`config.mk`:
```
export PLATFORM = sky130hd
export DESIGN_NAME = draw_scheduler_flat
export DESIGN_NICKNAME = d
export VERILOG_FILES = /design/src/rtl/draw_scheduler_if.sv /design/src/rtl/draw_scheduler.sv /design/src/flat_wrapper.sv
export SDC_FILE = /design/constraint.sdc
export NUM_CORES = 1
export LEC_CHECK = 0
export CAP_MARGIN = 20
export CORE_AREA = 2 2 321 323
export CTS_CLUSTER_DIAMETER = 200
export DETAILED_ROUTE_END_ITERATION = 10
export DIE_AREA = 0 0 323 325
export PLACE_DENSITY = 0.55
export SYNTH_ARGS = -nofsm -noshare
export SYNTH_HDL_FRONTEND = slang
export SYNTH_SLANG_ARGS = --single-unit
```
`constraint.sdc`:
```
create_clock -name clk -period 2.9 [get_ports clk]
set_input_delay 0.58 -clock clk [delete_from_list [all_inputs] [get_ports clk]]
set_output_delay 0.58 -clock clk [all_outputs]
set_load 0.02 [all_outputs]
```
`src/rtl/draw_scheduler_if.sv`:
```
// Requester, drawunit and frame-bank signals of the draw scheduler.
// The scheduler uses the slave modport; the requester/drawunit side uses master.
interface draw_scheduler_if #(
    parameter int DATA_W = 256
);
    logic [1:0][7:0]        req_cmd;
    logic [1:0][DATA_W-1:0] req_data;
    logic [1:0]             req_valid;
    logic [1:0]             req_ready;
    logic [7:0]             du_command;
    logic [DATA_W-1:0]      du_data;
    logic                   du_commit;
    logic                   du_ack;
    logic                   du_done;
    logic [1:0]             du_bank;
    logic [1:0]             display_bank;
    logic                   vsync;
    logic                   busy;
    logic [15:0]            done_count;

    modport slave (
        input  req_cmd, req_data, req_valid, du_ack, du_done, vsync,
        output req_ready, du_command, du_data, du_commit, du_bank, display_bank,
               busy, done_count
    );

    modport master (
        output req_cmd, req_data, req_valid, du_ack, du_done, vsync,
        input  req_ready, du_command, du_data, du_commit, du_bank, display_bank,
               busy, done_count
    );
endinterface

```
`src/rtl/draw_scheduler.sv`:
```
// Two-port round-robin command scheduler for drawunit, with one holding register
// per port and vsync-synchronised frame-bank rotation on swap commands.
module draw_scheduler #(
    parameter int         DATA_W    = 256,
    parameter logic [7:0] CMD_SWAP  = 8'hFF,
    parameter int         NUM_BANKS = 2
) (
    input logic             clk,
    input logic             rst_n,
    draw_scheduler_if.slave bus
);
    localparam logic [1:0] IDLE       = 2'd0;
    localparam logic [1:0] ISSUE      = 2'd1;
    localparam logic [1:0] WAIT_DONE  = 2'd2;
    localparam logic [1:0] WAIT_VSYNC = 2'd3;
    localparam logic [1:0] LAST_BANK  = 2'(NUM_BANKS - 1);

    logic [1:0]             state;
    logic [1:0]             full_q;
    logic [1:0][7:0]        cmd_q;
    logic [1:0][DATA_W-1:0] data_q;
    logic                   last_grant;
    logic                   gnt_q;
    logic                   gnt;
    logic                   retire;
    logic [1:0]             clr;
    logic [7:0]             du_command;
    logic [DATA_W-1:0]      du_data;
    logic                   du_commit;
    logic [1:0]             du_bank;
    logic [1:0]             display_bank;
    logic [15:0]            done_count;

    // Contention goes to the port that did not win last; otherwise the full one.
    assign gnt    = (&full_q) ? ~last_grant : full_q[1];
    assign retire = (state == ISSUE && bus.du_ack) || (state == WAIT_VSYNC && bus.vsync);

    always_comb begin
        clr = 2'b00;
        for (int p = 0; p < 2; p++) clr[p] = retire && (gnt_q == 1'(p));
    end

    // A slot refills only once it reads empty, so clear and capture never collide.
    always_ff @(posedge clk or negedge rst_n) begin
        if (!rst_n) begin
            full_q <= '0;
            cmd_q  <= '0;
            data_q <= '0;
        end else begin
            for (int p = 0; p < 2; p++) begin
                if (clr[p]) begin
                    full_q[p] <= 1'b0;
                end else if (bus.req_valid[p] && !full_q[p]) begin
                    full_q[p] <= 1'b1;
                    cmd_q[p]  <= bus.req_cmd[p];
                    data_q[p] <= bus.req_data[p];
                end
            end
        end
    end

    always_ff @(posedge clk or negedge rst_n) begin
        if (!rst_n) begin
            state        <= IDLE;
            last_grant   <= 1'b1;
            gnt_q        <= 1'b0;
            du_command   <= '0;
            du_data      <= '0;
            du_commit    <= 1'b0;
            du_bank      <= '0;
            display_bank <= LAST_BANK;
            done_count   <= '0;
        end else begin
            case (state)
                IDLE: if (|full_q) begin
                    last_grant <= gnt;
                    gnt_q      <= gnt;
                    if (cmd_q[gnt] == CMD_SWAP) begin
                        state <= WAIT_VSYNC;
                    end else begin
                        du_command <= cmd_q[gnt];
                        du_data    <= data_q[gnt];
                        du_commit  <= 1'b1;
                        state      <= ISSUE;
                    end
                end
                ISSUE: if (bus.du_ack) begin
                    du_commit <= 1'b0;
                    state     <= WAIT_DONE;
                end
                WAIT_DONE: if (bus.du_done) begin
                    done_count <= done_count + 16'd1;
                    state      <= IDLE;
                end
                WAIT_VSYNC: if (bus.vsync) begin
                    display_bank <= du_bank;
                    du_bank      <= (du_bank == LAST_BANK) ? 2'd0 : du_bank + 2'd1;
                    state        <= IDLE;
                end
                default: state <= IDLE;
            endcase
        end
    end

    assign bus.req_ready    = ~full_q;
    assign bus.busy         = (state != IDLE) || (|full_q);
    assign bus.du_command   = du_command;
    assign bus.du_data      = du_data;
    assign bus.du_commit    = du_commit;
    assign bus.du_bank      = du_bank;
    assign bus.display_bank = display_bank;
    assign bus.done_count   = done_count;
endmodule

```
`src/flat_wrapper.sv`:
```
// flat-port wrapper written by rule: the top's interface ports become plain ports
module draw_scheduler_flat 
#(
    parameter int         DATA_W    = 256,
    parameter logic [7:0] CMD_SWAP  = 8'hFF,
    parameter int         NUM_BANKS = 2
)
  (clk, rst_n, bus_req_cmd, bus_req_data, bus_req_valid, bus_du_ack, bus_du_done, bus_vsync, bus_req_ready, bus_du_command, bus_du_data, bus_du_commit, bus_du_bank, bus_display_bank, bus_busy, bus_done_count);
  draw_scheduler_if #(.DATA_W(DATA_W)) bus_i ();
  input logic clk;
  input logic rst_n;
  input wire logic [$bits(bus_i.req_cmd)-1:0] bus_req_cmd;
  input wire logic [$bits(bus_i.req_data)-1:0] bus_req_data;
  input wire logic [$bits(bus_i.req_valid)-1:0] bus_req_valid;
  input wire logic [$bits(bus_i.du_ack)-1:0] bus_du_ack;
  input wire logic [$bits(bus_i.du_done)-1:0] bus_du_done;
  input wire logic [$bits(bus_i.vsync)-1:0] bus_vsync;
  output wire logic [$bits(bus_i.req_ready)-1:0] bus_req_ready;
  output wire logic [$bits(bus_i.du_command)-1:0] bus_du_command;
  output wire logic [$bits(bus_i.du_data)-1:0] bus_du_data;
  output wire logic [$bits(bus_i.du_commit)-1:0] bus_du_commit;
  output wire logic [$bits(bus_i.du_bank)-1:0] bus_du_bank;
  output wire logic [$bits(bus_i.display_bank)-1:0] bus_display_bank;
  output wire logic [$bits(bus_i.busy)-1:0] bus_busy;
  output wire logic [$bits(bus_i.done_count)-1:0] bus_done_count;
  assign bus_i.req_cmd = bus_req_cmd;
  assign bus_i.req_data = bus_req_data;
  assign bus_i.req_valid = bus_req_valid;
  assign bus_i.du_ack = bus_du_ack;
  assign bus_i.du_done = bus_du_done;
  assign bus_i.vsync = bus_vsync;
  assign bus_req_ready = bus_i.req_ready;
  assign bus_du_command = bus_i.du_command;
  assign bus_du_data = bus_i.du_data;
  assign bus_du_commit = bus_i.du_commit;
  assign bus_du_bank = bus_i.du_bank;
  assign bus_display_bank = bus_i.display_bank;
  assign bus_busy = bus_i.busy;
  assign bus_done_count = bus_i.done_count;
  draw_scheduler #(.DATA_W(DATA_W), .CMD_SWAP(CMD_SWAP), .NUM_BANKS(NUM_BANKS)) u_core (.clk(clk), .rst_n(rst_n), .bus(bus_i));
endmodule
```
==> flow_metrics.tcl <==
set metrics [dict create \
    status "complete, no violations" \
    rsz0062_at_grt "no" \
    grt_pass1_vias 23240 \
    synthTopCellsByArea "dfrtp_1, mux2_2, mux2_1" \
    setup_viol 0 \
    crit_chain "inv_1 -> nand3_1 -> clkdlybuf4s50_1" \
    antenna_left 0 \
    grt_max_degree 121 \
    hold_buffers 1 \
    grt_first_pass_wirelength_um 154000 \
    synth_largest_area_cell "dfrtp_1" \
    skew_ns 0.0202 \
    gr-total-overflow 0 \
    synth_top_area_share 0.607 \
    place_hpwl_um 78100 \
    synth_edf_count 0 \
    synth_seq_cells 819 \
    power_density_nw_per_um2 1200 \
    r2r_slack_ns 0.41 \
    peakVddDrop_mv 1.13 \
    async_flop_share 1.00 \
    endpoint_kind "output pin" \
    drt-vias-per-instance 4.63 \
    cap_violations 0 \
    final_area_um2 47400 \
    stdcell_count 4450 \
    cp_slowest_cell "clkdlybuf4s50_1" \
    drt-total-wl_um 104000 \
    htree_num_levels 3 \
    seq_area_frac_synth 0.608 \
    drt_pass1_iterations 4 \
    post_cts_buffers 0 \
    wl_per_cell_um 23.3 \
    postSynthAreaPerCell_um2 16.2 \
    vias 20609 \
    cts.path.max_buffers 3 \
    fp.dieH_um 325 \
    period_minus_slack_ns 2.72 \
    areaGrowthSynthToFinish_pct 40.6 \
    cts-root-buf "clkbuf_16" \
    finalCritPeriodShare 0.939 \
    fillers 8874 \
    leakage_nw 19.6 \
    ios 823 \
    dieArea_um2 105000 \
    die_x_um 323 \
    synth.cell_area_um2 33700 \
    clk_latency_ns 0.66 \
    cts_made_buffers 93 \
    setup.worst_path.start "u_core.full_q[0]" \
    synth_flop_cell "dfrtp_1" \
    routabilityCongestion 0.831 \
    cts_resized 0 \
    synth_cell_type_count 32 \
    yosys_warnings 0 \
    clk_pin_slew_worst_paths_ns 0.06 \
    final_nets 3521 \
    final_hold_viol_count 0 \
    drt_iter0_markers 602 \
    fmax_mhz 367 \
    port_buffers 822 \
    dp_cells 4257 \
    worstHoldPathType "reg2reg" \
    syn-num-nets 2612 \
    rows 117 \
    synthCells 2076 \
    maxSlewViolCount 0 \
    maxSlewHeadroom 0.452 \
    path_max_fanout 6 \
    worst_pin_slew_ns 0.813 \
    worstHoldStart "u_core.bus.display_bank[0]" \
    worst_ep_arrival_time_ns 2.14 \
    grtUsageTotal 0.196 \
    cp.required_ns 2.32 \
    cpPeakStageDelay_ns 0.67 \
    start_kind "flip-flop" \
    core_um2 101000 \
    post_dp_cell_area_um2 44300 \
    grt_antenna_before_repair 39 \
    tns_ns 0 \
    cts_tree "yes" \
    start_util 0.333 \
    hold_slack_ns 0.473 \
    drive_gt1_frac 0.359 \
    r2r-start "u_core.full_q[0]" \
    clkSinkCount 819 \
    path_class "reg2out" \
    drc_errors 0 \
]
[registers in the layout (all words and copies together) (netlist names)]
register	count
u_core.data_q	512
u_core.bus.du_data	256
u_core.bus.done_count	16
u_core.cmd_q	16
u_core.bus.du_command	8
u_core.bus.display_bank	2
u_core.bus.du_bank	2
u_core.full_q	2
u_core.state	2
u_core.bus.du_commit	1
u_core.gnt_q	1
u_core.last_grant	1
[final cells by class]
type                    instances  area [um2]  area share
diodes                         20        50.0     0.00106
multi-input cells            1133       12500       0.263
clock buffers                 149        2810      0.0593
clock inverters                23         265     0.00560
flip-flops and latches        819       20500       0.433
well taps                    1368        1710      0.0361
inverters                       4        15.0    0.000317
repair buffers                934        9590       0.202
[power breakdown]
group,internal [W],switching (W),total [W]
registers,0.0174,0.00310,0.0205
clock network,0.00707,0.00476,0.0118
logic,0.0140,0.0106,0.0245
total,0.0384,0.0184,0.0568
[cell families after synthesis]
family	after synthesis	synth area share
fa+ha+maj	1	0.000371
xor+xnor	16	0.00416
mux	1061	0.355
buf+inv	124	0.0230
simple gates	44	0.00739
flops	819	0.608
compound gates	11	0.00230
[synthesized netlist by cell type, types with 5 or more instances]
cell      instances
buf_2            13
buf_4            78
clkbuf_1         28
dfrtp_1         817
mux2_1          218
mux2_2          842
nand2_1           8
nand3_1           6
nand4_1           9
nor2_1            7
xnor2_1          11
xor2_1            5
[worst max-delay path, delay by kind of cell, from the launching register on]
kind                   cells  cell delay, ns
buffers and inverters      2            0.83
and+or+nand+nor            1            0.12
DFF                        1            0.53
[placed cells by master (no fill, tap or decap), types with 2 or more instances in the layout]
cell type / count
mux2_2: 842
clkdlybuf4s50_1: 821
dfrtp_1: 817
mux2_1: 218
clkbuf_16: 96
buf_4: 70
buf_12: 41
clkbuf_1: 32
clkbuf_8: 21
diode_2: 20
clkinv_2: 13
xnor2_1: 11
nand4_1: 9
nand2_1: 8
nor2_1: 7
nand3_1: 6
xor2_1: 5
bufinv_16: 5
inv_1: 4
and3_1: 3
o21ai_0: 3
a21oi_1: 3
inv_6: 3
and4_1: 2
and2_1: 2
nor3b_1: 2
dfstp_2: 2
[routing by layer]
layer | track usage | vias up | routed length, um
met1 | 0.214 | 10576 | 38500
met2 | 0.352 | 538 | 54900
met3 | 0.0634 | 156 | 7480
met4 | 0.0699 | 38 | 2790
met5 | 0 | - | 223
li1 | - | 9301 | -
[worst paths after layout]
check,to,depth (start not counted)
worst max-delay path,bus_busy,3
worst min-delay path,u_core.bus.display_bank[0],2
worst max register to register,u_core.bus.du_data[135],5
worst min register to register,u_core.bus.display_bank[0],2
max in group asynchronous,u_core.data_q[150],4
min in group asynchronous,u_core.bus.done_count[9],2
[per-stage QoR]
stage | setup slack (ns) | total power (W) | util
after global routing | 0.0784 | 0.0601 | 0.468
final | 0.176 | 0.0568 | 0.468
after floorplan | 0.874 | 0.0355 | -
after detailed placement | 0.0439 | 0.0457 | 0.437
after global placement | 0.0687 | 0.0449 | 0.437
after CTS | 0.0921 | 0.0578 | 0.467
(Power assumes the default switching activity.)
